File: config.mk
export PLATFORM = sky130hd
export DESIGN_NAME = tcp_tx_ctrl_arbiter
export DESIGN_NICKNAME = d
export VERILOG_FILES = /design/src/rtl/tcp_tx_ctrl_arbiter.sv
export SDC_FILE = /design/constraint.sdc
export NUM_CORES = 1
export LEC_CHECK = 0
export CORE_ASPECT_RATIO = 0.9
export CORE_MARGIN = 2
export CORE_UTILIZATION = 51
export DETAILED_ROUTE_END_ITERATION = 8
export GPL_TIMING_DRIVEN = 0
export HOLD_SLACK_MARGIN = 0.06
export PLACE_DENSITY = 0.79
export RECOVER_POWER = 25
export SLEW_MARGIN = 20
export SYNTH_ARGS = -nofsm -noshare
export SYNTH_HDL_FRONTEND = slang
export SYNTH_SLANG_ARGS = --single-unit
export TNS_END_PERCENT = 30
File: constraint.sdc
create_clock -name i_clk -period 2.3 [get_ports i_clk]
set_input_delay 0.575 -clock i_clk [delete_from_list [all_inputs] [get_ports i_clk]]
set_output_delay 0.575 -clock i_clk [all_outputs]
set_load 0.005 [all_outputs]
File: src/rtl/tcp_tx_ctrl_arbiter.sv
// Shares one TX packet generator between several TCP socket state managers:
// one registered pending slot per socket, round-robin grant, single outstanding request.
package tcp_pkg;
  typedef enum logic [2:0] {
    TX_CTRL_NOP         = 3'd0,
    TX_CTRL_SEND_SYN    = 3'd1,
    TX_CTRL_SEND_SYNACK = 3'd2,
    TX_CTRL_SEND_ACK    = 3'd3,
    TX_CTRL_SEND_FIN    = 3'd4,
    TX_CTRL_SEND_FINACK = 3'd5,
    TX_CTRL_SEND_RST    = 3'd6
  } tx_ctrl_t;
endpackage

module tcp_tx_ctrl_arbiter
  import tcp_pkg::*;
#(
  parameter int unsigned NUM_SOCKETS    = 4,
  parameter int unsigned TIMEOUT_CYCLES = 4096,
  parameter int unsigned SOCK_W         = $clog2(NUM_SOCKETS)
) (
  input  logic                   i_clk,
  input  logic                   i_rst_n,
  input  logic [NUM_SOCKETS-1:0] i_enable,
  input  tx_ctrl_t               i_tx_ctrl [NUM_SOCKETS],
  input  logic [NUM_SOCKETS-1:0] i_tx_ctrl_valid,
  output logic [NUM_SOCKETS-1:0] o_tx_ctrl_ack,
  output logic                   o_pkt_req_valid,
  output tx_ctrl_t               o_pkt_req_ctrl,
  output logic [SOCK_W-1:0]      o_pkt_req_sock,
  input  logic                   i_pkt_req_ready,
  input  logic                   i_pkt_done,
  output logic [NUM_SOCKETS-1:0] o_drop,
  output logic                   o_timeout
);

  localparam int unsigned CNT_W = $clog2(TIMEOUT_CYCLES + 1);

  typedef enum logic [1:0] {
    S_IDLE,
    S_ISSUE,
    S_WAIT_DONE
  } state_t;

  state_t                 r_state;
  state_t                 w_state_nxt;
  logic [SOCK_W-1:0]      r_rr_ptr;
  logic [SOCK_W-1:0]      r_sock;
  tx_ctrl_t               r_ctrl;
  logic [CNT_W-1:0]       r_tmo_cnt;
  logic                   r_timeout;
  logic [NUM_SOCKETS-1:0] r_pending;
  tx_ctrl_t               r_slot_ctrl [NUM_SOCKETS];
  logic [NUM_SOCKETS-1:0] r_drop;

  logic [NUM_SOCKETS-1:0] w_ack;
  logic [NUM_SOCKETS-1:0] w_req;
  logic                   w_grant_found;
  logic [SOCK_W-1:0]      w_grant_sock;
  logic                   w_sock_en;
  logic                   w_handshake;
  logic                   w_expire;

  // Only the registered pending bit gates acceptance; a slot freed this cycle stays busy.
  assign w_ack = i_rst_n ? (i_tx_ctrl_valid & i_enable & ~r_pending) : '0;
  assign w_req = r_pending & i_enable;

  always_comb begin
    int unsigned w_idx;
    logic [SOCK_W-1:0] w_pos;
    w_grant_found = 1'b0;
    w_grant_sock  = '0;
    w_idx         = 0;
    w_pos         = '0;
    for (int unsigned k = 0; k < NUM_SOCKETS; k++) begin
      w_idx = 32'(r_rr_ptr) + k;
      if (w_idx >= NUM_SOCKETS) begin
        w_idx = w_idx - NUM_SOCKETS;
      end
      w_pos = SOCK_W'(w_idx);
      if (!w_grant_found && w_req[w_pos]) begin
        w_grant_found = 1'b1;
        w_grant_sock  = w_pos;
      end
    end
  end

  assign w_sock_en   = i_enable[r_sock];
  assign w_handshake = (r_state == S_ISSUE) && w_sock_en && i_pkt_req_ready;
  assign w_expire    = (r_state == S_WAIT_DONE) && !i_pkt_done &&
                       (r_tmo_cnt == CNT_W'(TIMEOUT_CYCLES - 1));

  always_comb begin
    w_state_nxt = r_state;
    case (r_state)
      S_IDLE: begin
        if (w_grant_found) w_state_nxt = S_ISSUE;
      end
      S_ISSUE: begin
        if (!w_sock_en)           w_state_nxt = S_IDLE;
        else if (i_pkt_req_ready) w_state_nxt = S_WAIT_DONE;
      end
      S_WAIT_DONE: begin
        if (i_pkt_done || w_expire) w_state_nxt = S_IDLE;
      end
      default: w_state_nxt = S_IDLE;
    endcase
  end

  always_ff @(posedge i_clk) begin
    if (!i_rst_n) begin
      r_state   <= S_IDLE;
      r_rr_ptr  <= '0;
      r_sock    <= '0;
      r_ctrl    <= TX_CTRL_NOP;
      r_tmo_cnt <= '0;
      r_timeout <= 1'b0;
    end else begin
      r_state   <= w_state_nxt;
      r_timeout <= w_expire;
      if (r_state == S_IDLE && w_grant_found) begin
        r_sock <= w_grant_sock;
        r_ctrl <= r_slot_ctrl[w_grant_sock];
      end
      // Counter holds cycles elapsed since handoff, so expiry lands TIMEOUT_CYCLES after it.
      if (w_handshake) begin
        r_rr_ptr  <= (r_sock == SOCK_W'(NUM_SOCKETS - 1)) ? '0 : r_sock + 1'b1;
        r_tmo_cnt <= CNT_W'(1);
      end else if (r_state == S_WAIT_DONE) begin
        r_tmo_cnt <= r_tmo_cnt + 1'b1;
      end
    end
  end

  always_ff @(posedge i_clk) begin
    if (!i_rst_n) begin
      r_pending <= '0;
      r_drop    <= '0;
      for (int unsigned i = 0; i < NUM_SOCKETS; i++) begin
        r_slot_ctrl[i] <= TX_CTRL_NOP;
      end
    end else begin
      for (int unsigned i = 0; i < NUM_SOCKETS; i++) begin
        if (!i_enable[i]) begin
          r_pending[i] <= 1'b0;
          r_drop[i]    <= 1'b0;
        end else begin
          if (w_ack[i] && i_tx_ctrl[i] != TX_CTRL_NOP) begin
            r_pending[i]   <= 1'b1;
            r_slot_ctrl[i] <= i_tx_ctrl[i];
          end else if (w_handshake && r_sock == SOCK_W'(i)) begin
            r_pending[i] <= 1'b0;
          end
          if (i_tx_ctrl_valid[i] && r_pending[i]) begin
            r_drop[i] <= 1'b1;
          end
        end
      end
    end
  end

  assign o_tx_ctrl_ack   = w_ack;
  assign o_pkt_req_valid = (r_state == S_ISSUE) && w_sock_en;
  assign o_pkt_req_ctrl  = r_ctrl;
  assign o_pkt_req_sock  = r_sock;
  assign o_drop          = r_drop;
  assign o_timeout       = r_timeout;

endmodule

==> Word-level counts from Yosys, hierarchy flattened <==
Memories as Yosys holds them, arrays and structs flattened. A register that Yosys moved wholly into a read port is not among the register bits.
Index checks and enable logic that the tools add are counted.
W data, S select, Z words.
{ "word_totals": {"word_cells": 154, "in_bits": 24, "ramBits": 12, "register_bits": 28, "output_inout_bits": 15, "n_memories": 1} }
{ "mem_list": {"columns": ["name", "depth", "width", "read_ports", "rd_clocked_by_memory_dff", "wr", "line_no", "rtl"], "rows": [
  ["r_slot_ctrl", 4, 3, 1, 1, 4, "53", "tx_ctrl_t r_slot_ctrl [NUM_SOCKETS];"]
]} }
{ "classes": {"eq_ne": 9, "n_reduce_logical": 43, "bitwise_logic": 9, "add_sub_neg": 9, "n_lt_le_gt_ge": 9, "muxes": 60} }
{ "ops": {"columns": ["operator", "n"], "rows": [
  ["$mux W1", 36],
  ["$mux W2", 13],
  ["$logic_and A1 B1 Y1", 20],
  ["$lt A2 B3 Y1 const B", 5],
  ["$add A13 B1 Y13 const B", 1],
  ["$eq A13 B12 Y1 const B", 1],
  ["$and A4 B4 Y4", 3],
  ["$mux W3", 4],
  ["$reduce_bool A3 Y1", 4],
  ["$bmux W1 S2", 5],
  ["$reduce_bool A2 Y1", 5],
  ["$ge A3 B3 Y1 const B", 3],
  ["$reduce_and A2 Y1", 4],
  ["$sub A2 B1 Y2 const B", 4],
  ["$add A2 B2 Y3 const B", 2],
  ["$eq A2 B2 Y1 const B", 3],
  ["$pmux W2 S3", 1],
  ["$logic_not A1 Y1", 5],
  ["$eq A2 B1 Y1 const B", 2],
  ["$logic_not A2 Y1", 2],
  ["$mux W4", 1],
  ["$not A4 Y4", 1],
  ["$or A1 B1 Y1", 4],
  ["$add A2 B1 Y3 const B", 1],
  ["9 further kinds", 9]
]} }

==> Depth between registers and ports, before layout <==
{ "depth": {"ltp_word": 16, "ltp_mapped": 6, "depth_no_buf": 6} }

==> Least setup slack after synthesis <==
OpenSTA, ideal clock, no wires.
{ "synth_timing": {"path_type": "input port to output port", "start": "in i_enable[3]", "end": "out o_pkt_req_valid", "slack_ps": 486, "arrival_ps": 1239, "t_required_ps": 1725, "path_buffers": 0, "cell_stages": 2, "cell_sequence": "mux4_2 -> and3b_4"} }
{ "synth_via": {"elab_chain_cells": 3} }
{ "synth_rtl": {"columns": ["item", "line_no", "rtl"], "rows": [
  ["start: declaration", "24", "input logic [NUM_SOCKETS-1:0] i_enable,"],
  ["$bmux W1 S2", "88", "assign w_sock_en = i_enable[r_sock];"],
  ["$mux W1 (implied by the code)", "88", null],
  ["$logic_and A1 B1 Y1", "163", "assign o_pkt_req_valid = (r_state == S_ISSUE) && w_sock_en;"],
  ["end: declaration", "28", "output logic o_pkt_req_valid,"]
]} }
Every way passes these cells. The select of a mux whose other input is x is not followed.

==> Final worst setup path <==
{ "layout_timing": {"start": "in i_enable[1]", "end": "out o_pkt_req_valid"} }
Same word-level chain as after synthesis.

==> reports/results.md <==
| Parameter | Value |
| --- | --- |
| Post-Route WL | 4.22 mm |
| Worst-case vdd ir drop | 0.418 mV |
| Max cap viols | 0 |
| Number of global-route vias before repair | 1,522 |
| Commonest non-fill, non-tap cell in the layout | sky130_fd_sc_hd__dfxtp_1 |
| Number of enable-type register cells in the synthesized netlist | 12 |
| Top-level port count | 39 |
| Synthesized area per cell | 9.81 sq um |
| Cell area after synthesis | 0.00198 sq mm |
| Clock Root Buffer | sky130_fd_sc_hd__clkbuf_8 |
| Slowest cell on crit path | sky130_fd_sc_hd__mux4_2 |
| Reg-to-reg endpoint | r_tmo_cnt[4] |
| Final total power | 1.51 mW |
| Max stage delay on crit path | 0.48 ns |
| Startpoint class of the critical path | input port |
| Worst endpoint data arrival time | 1.64 ns |
| Highest achievable clock rate | 0.451 GHz |
| Count of input and output buffers | 38 |
| Post-route DRC violation count | 0 |
| Number of sinks driven by the clock tree | 43 |
| Fraction of synthesized cell area in xor and xnor cells | 5.30% |
| Final Slew Violations | 0 |
| WL per Instance | 14.2 microns |
| Min-delay worst type | reg2reg |
| Remaining Overflow, GRT | 0 |
| Number of design-rule violations left by the first detailed-router iteration | 68 |
| Setup-failing EPs final | 0 |
| Total of flip-flops plus latches after synthesis | 43 |
| Wire length of the first global-routing pass | 7.15 mm |
| R2R Setup Slk | 0.52 ns |
| Via-per-instance ratio | 5.38 |
| Remaining max-slew budget at the tightest pin | 69.4% |
| CTS tree | built |
| Routability cong. | 0.837 |
| Total of warnings raised by yosys | 0 |
| Hold Buf Count CTS | 0 |
| Post-layout instance area | 0.00256 sq mm |
| Placement Rows | 21 |
| Clock latency at the later pin of the worst-skew pair | 0.30 ns |
| Run status | finished, final reports clean |
| Clock slew at the register clock pins of the worst setup and hold paths | 0.08 ns |
| Post-detailed-route count of antenna-violating nets | 0 |
| Clock Skews | 0.00215 ns |
| Horizontal die dimension | 69.7 microns |
| Detailed Routing Iterations Pass 1 | 4 |
| Source of the worst hold timing path | o_drop[3] |
| Final worst path period share | 96.4% |
| Largest fanout on the critical path | 3 |
| Initial Util | 53.1% |
| Sequential cell area | 982 sq um |
| Unrepaired setup endpoints after global routing | no |
| Cell-by-cell listing of the critical path | dlygate4sd2_1 > mux4_2 > and3b_4 > clkbuf_2 |
| Cell variety after synth | 38 |
| Leakage power | 0.945 nW |
| Adder-Cell Fraction of Synth Area | 3.16% |
| Worst r2r src | o_pkt_req_sock[1] |
| Worst endpoint required time | 1.73 ns |
| Combinational family with the most area after synthesis | simple AND/OR/NAND/NOR gates |
| Worst Path Buf+Inv | 2 |
| Simple-Gate Fraction of Synth Area | 23.7% |
| Multiplexer share of the synthesized area | 5.18% |
| Seq/Total Area, Yosys | 49.5% |
| Antenna violations before repair | 0 |
| Final hold violation count | 0 |
| Placed standard-cell area | 0.00242 sq mm |
| Number of antenna repair diodes | 0 |
| Die Outline Area | 0.00440 sq mm |
| Hold Path Cell Cnt | 2 |
| Number of cell instances on the worst register-to-register path | 6 |
| Maximum number of pins on one net before global-route repair | 14 |
| Gate Count Post-Synth | 202 |
| Fraction of the mapped netlist area in compound gates | 11.4% |
| Fin crit period | 2.22 ns |
| Via count | 1,599 |
| Hold Crit Endpoint | o_drop[3] |
| Filler Cell Count | 312 |
| Crit end category | output port |
| Proportion of layout cells with a drive suffix above 1 | 10.4% |
| Dpl hpwl | 3.14 mm |
| Share of synthesized registers carrying an async set or reset | 0% |
| Area Growth Syn to Fin | 29.2% |
| Number of nets at the end of the flow | 279 |
| Classification of the worst setup path | in2out |
| Total global-route track usage | 20.8% |
| Count of H-tree levels built during CTS | 2 |
| Slew at the pin with the worst max-slew slack | 0.459 ns |
| Highest-count cells in the layout ignoring fill and taps | sky130_fd_sc_hd__dfxtp_1 (30), sky130_fd_sc_hd__clkdlybuf4s50_1 (26), sky130_fd_sc_hd__nand2_1 (24) |
| CP delay by family, top | multiplexers |
| Chip Height | 63.1 microns |
| Power per standard cell area | 591 mW/mm^2 |
| Area inside the core boundary | 0.00373 sq mm |
| Number of buffers created by CTS | 5 |
| Most used DFF post-synth | sky130_fd_sc_hd__dfxtp_1 |
| Area of the multi-input gates | 991 sq um |
| Buffers from clock root to sink, at most | 2 |
| Post-synthesis net count | 231 |
==> worst max-delay path by stage <==
stage / from / to / slack [ns] / cells past startpoint
after floorplan: i_enable[3] / o_pkt_req_valid / 0.49 / 2
after global placement: i_rst_n / o_tx_ctrl_ack[3] / -0.72 / 5
after detailed placement: i_rst_n / o_tx_ctrl_ack[2] / -0.76 / 5
after CTS: i_enable[2] / o_pkt_req_valid / -0.12 / 4
after global routing: i_enable[1] / o_pkt_req_valid / 0.06 / 4
final: i_enable[1] / o_pkt_req_valid / 0.08 / 4
==> worst min-delay path, stage by stage, from the launching register on <==
cell	delay [ns]
sky130_fd_sc_hd__dfxtp_1	0.34
sky130_fd_sc_hd__a21oi_1	0.05
sky130_fd_sc_hd__nor2_1	0.07
==> per-stage QoR <==
step	instances	hold slack (ns)	setup TNS [ns]	util (%)	setup slack [ns]
finish	297	0.486	0	68.6	0.0827
global route	297	0.502	0	68.6	0.0569
CTS	296	0.487	-0.116	68.9	-0.116
detailed placement	286	0.464	-6.40	64.9	-0.759
global placement	286	0.452	-5.65	64.9	-0.721
floorplan	202	0.460	0	-	0.486
==> cells in the mapped netlist, types with 3 or more instances <==
cell	n	area, sq um
sky130_fd_sc_hd__dfxtp_1	31	621
sky130_fd_sc_hd__nand2_1	24	90.1
sky130_fd_sc_hd__nor2_1	22	82.6
sky130_fd_sc_hd__and2_1	12	75.1
sky130_fd_sc_hd__edfxtp_1	12	360
sky130_fd_sc_hd__a21oi_1	11	55.1
sky130_fd_sc_hd__mux2i_1	8	80.1
sky130_fd_sc_hd__xor2_1	8	70.1
sky130_fd_sc_hd__inv_1	6	22.5
sky130_fd_sc_hd__ha_1	5	62.6
sky130_fd_sc_hd__nand3_1	5	25.0
sky130_fd_sc_hd__nand4_1	5	31.3
sky130_fd_sc_hd__o31ai_1	5	37.5
sky130_fd_sc_hd__nor3_1	4	20.0
sky130_fd_sc_hd__nor3b_1	4	30.0
sky130_fd_sc_hd__o21ai_0	4	20.0
sky130_fd_sc_hd__xnor2_1	4	35.0
sky130_fd_sc_hd__nand2b_1	3	18.8
sky130_fd_sc_hd__o221ai_1	3	26.3
==> where the power goes <==
| part | total (mW) | leakage [nW] | internal [mW] | switching (mW) |
|---|---|---|---|---|
| Clock | 0.566 | 0.0594 | 0.308 | 0.258 |
| Sequential | 0.811 | 0.378 | 0.797 | 0.0143 |
| Combinational | 0.137 | 0.507 | 0.0726 | 0.0644 |
==> cells by family after synthesis <==
logic type	count (synthesis)
simple gates	91
flops	43
compound gates	33
xor+xnor	12
buf+inv	9
mux	9
fa+ha+maj	5
==> timing repair <==
action,CTS,global route
pin swaps,3,0
setup buffers,2,1
setup endpoints to repair,5,1
cloned,0,0
gates resized for setup,19,8
==> layout make-up <==
| class | count | share of cell area (%) |
|---|---|---|
| clock buffers | 7 | 4.20 |
| plain buffers | 2 | 0.635 |
| flip-flops and latches | 43 | 38.3 |
| inverters | 7 | 1.03 |
| well taps | 46 | 2.25 |
| clock inverters | 1 | 0.195 |
| repair buffers | 41 | 14.7 |
| multi-input cells | 150 | 38.7 |
==> registers in the layout, summed over array words and instances (netlist names) <==
register	cells
o_pkt_req_sock	2
r_state	2
r_slot_ctrl	12
r_rr_ptr	2
o_pkt_req_ctrl	3
r_pending	4
o_timeout	1
r_tmo_cnt	13
o_drop	4
==> layer usage <==
layer | wire length [microns] | vias to the layer above | GRT usage (%) | share of wire (%)
met3 | 195 | 6 | 6.24 | 4.6
li1 | - | 820 | - | -
met1 | 2100 | 742 | 29.1 | 50
met4 | 55 | 0 | 6.49 | 1.3
met2 | 1870 | 31 | 30.9 | 44
met5 | 0 | - | 0 | 0
(Power assumes the default switching activity.)
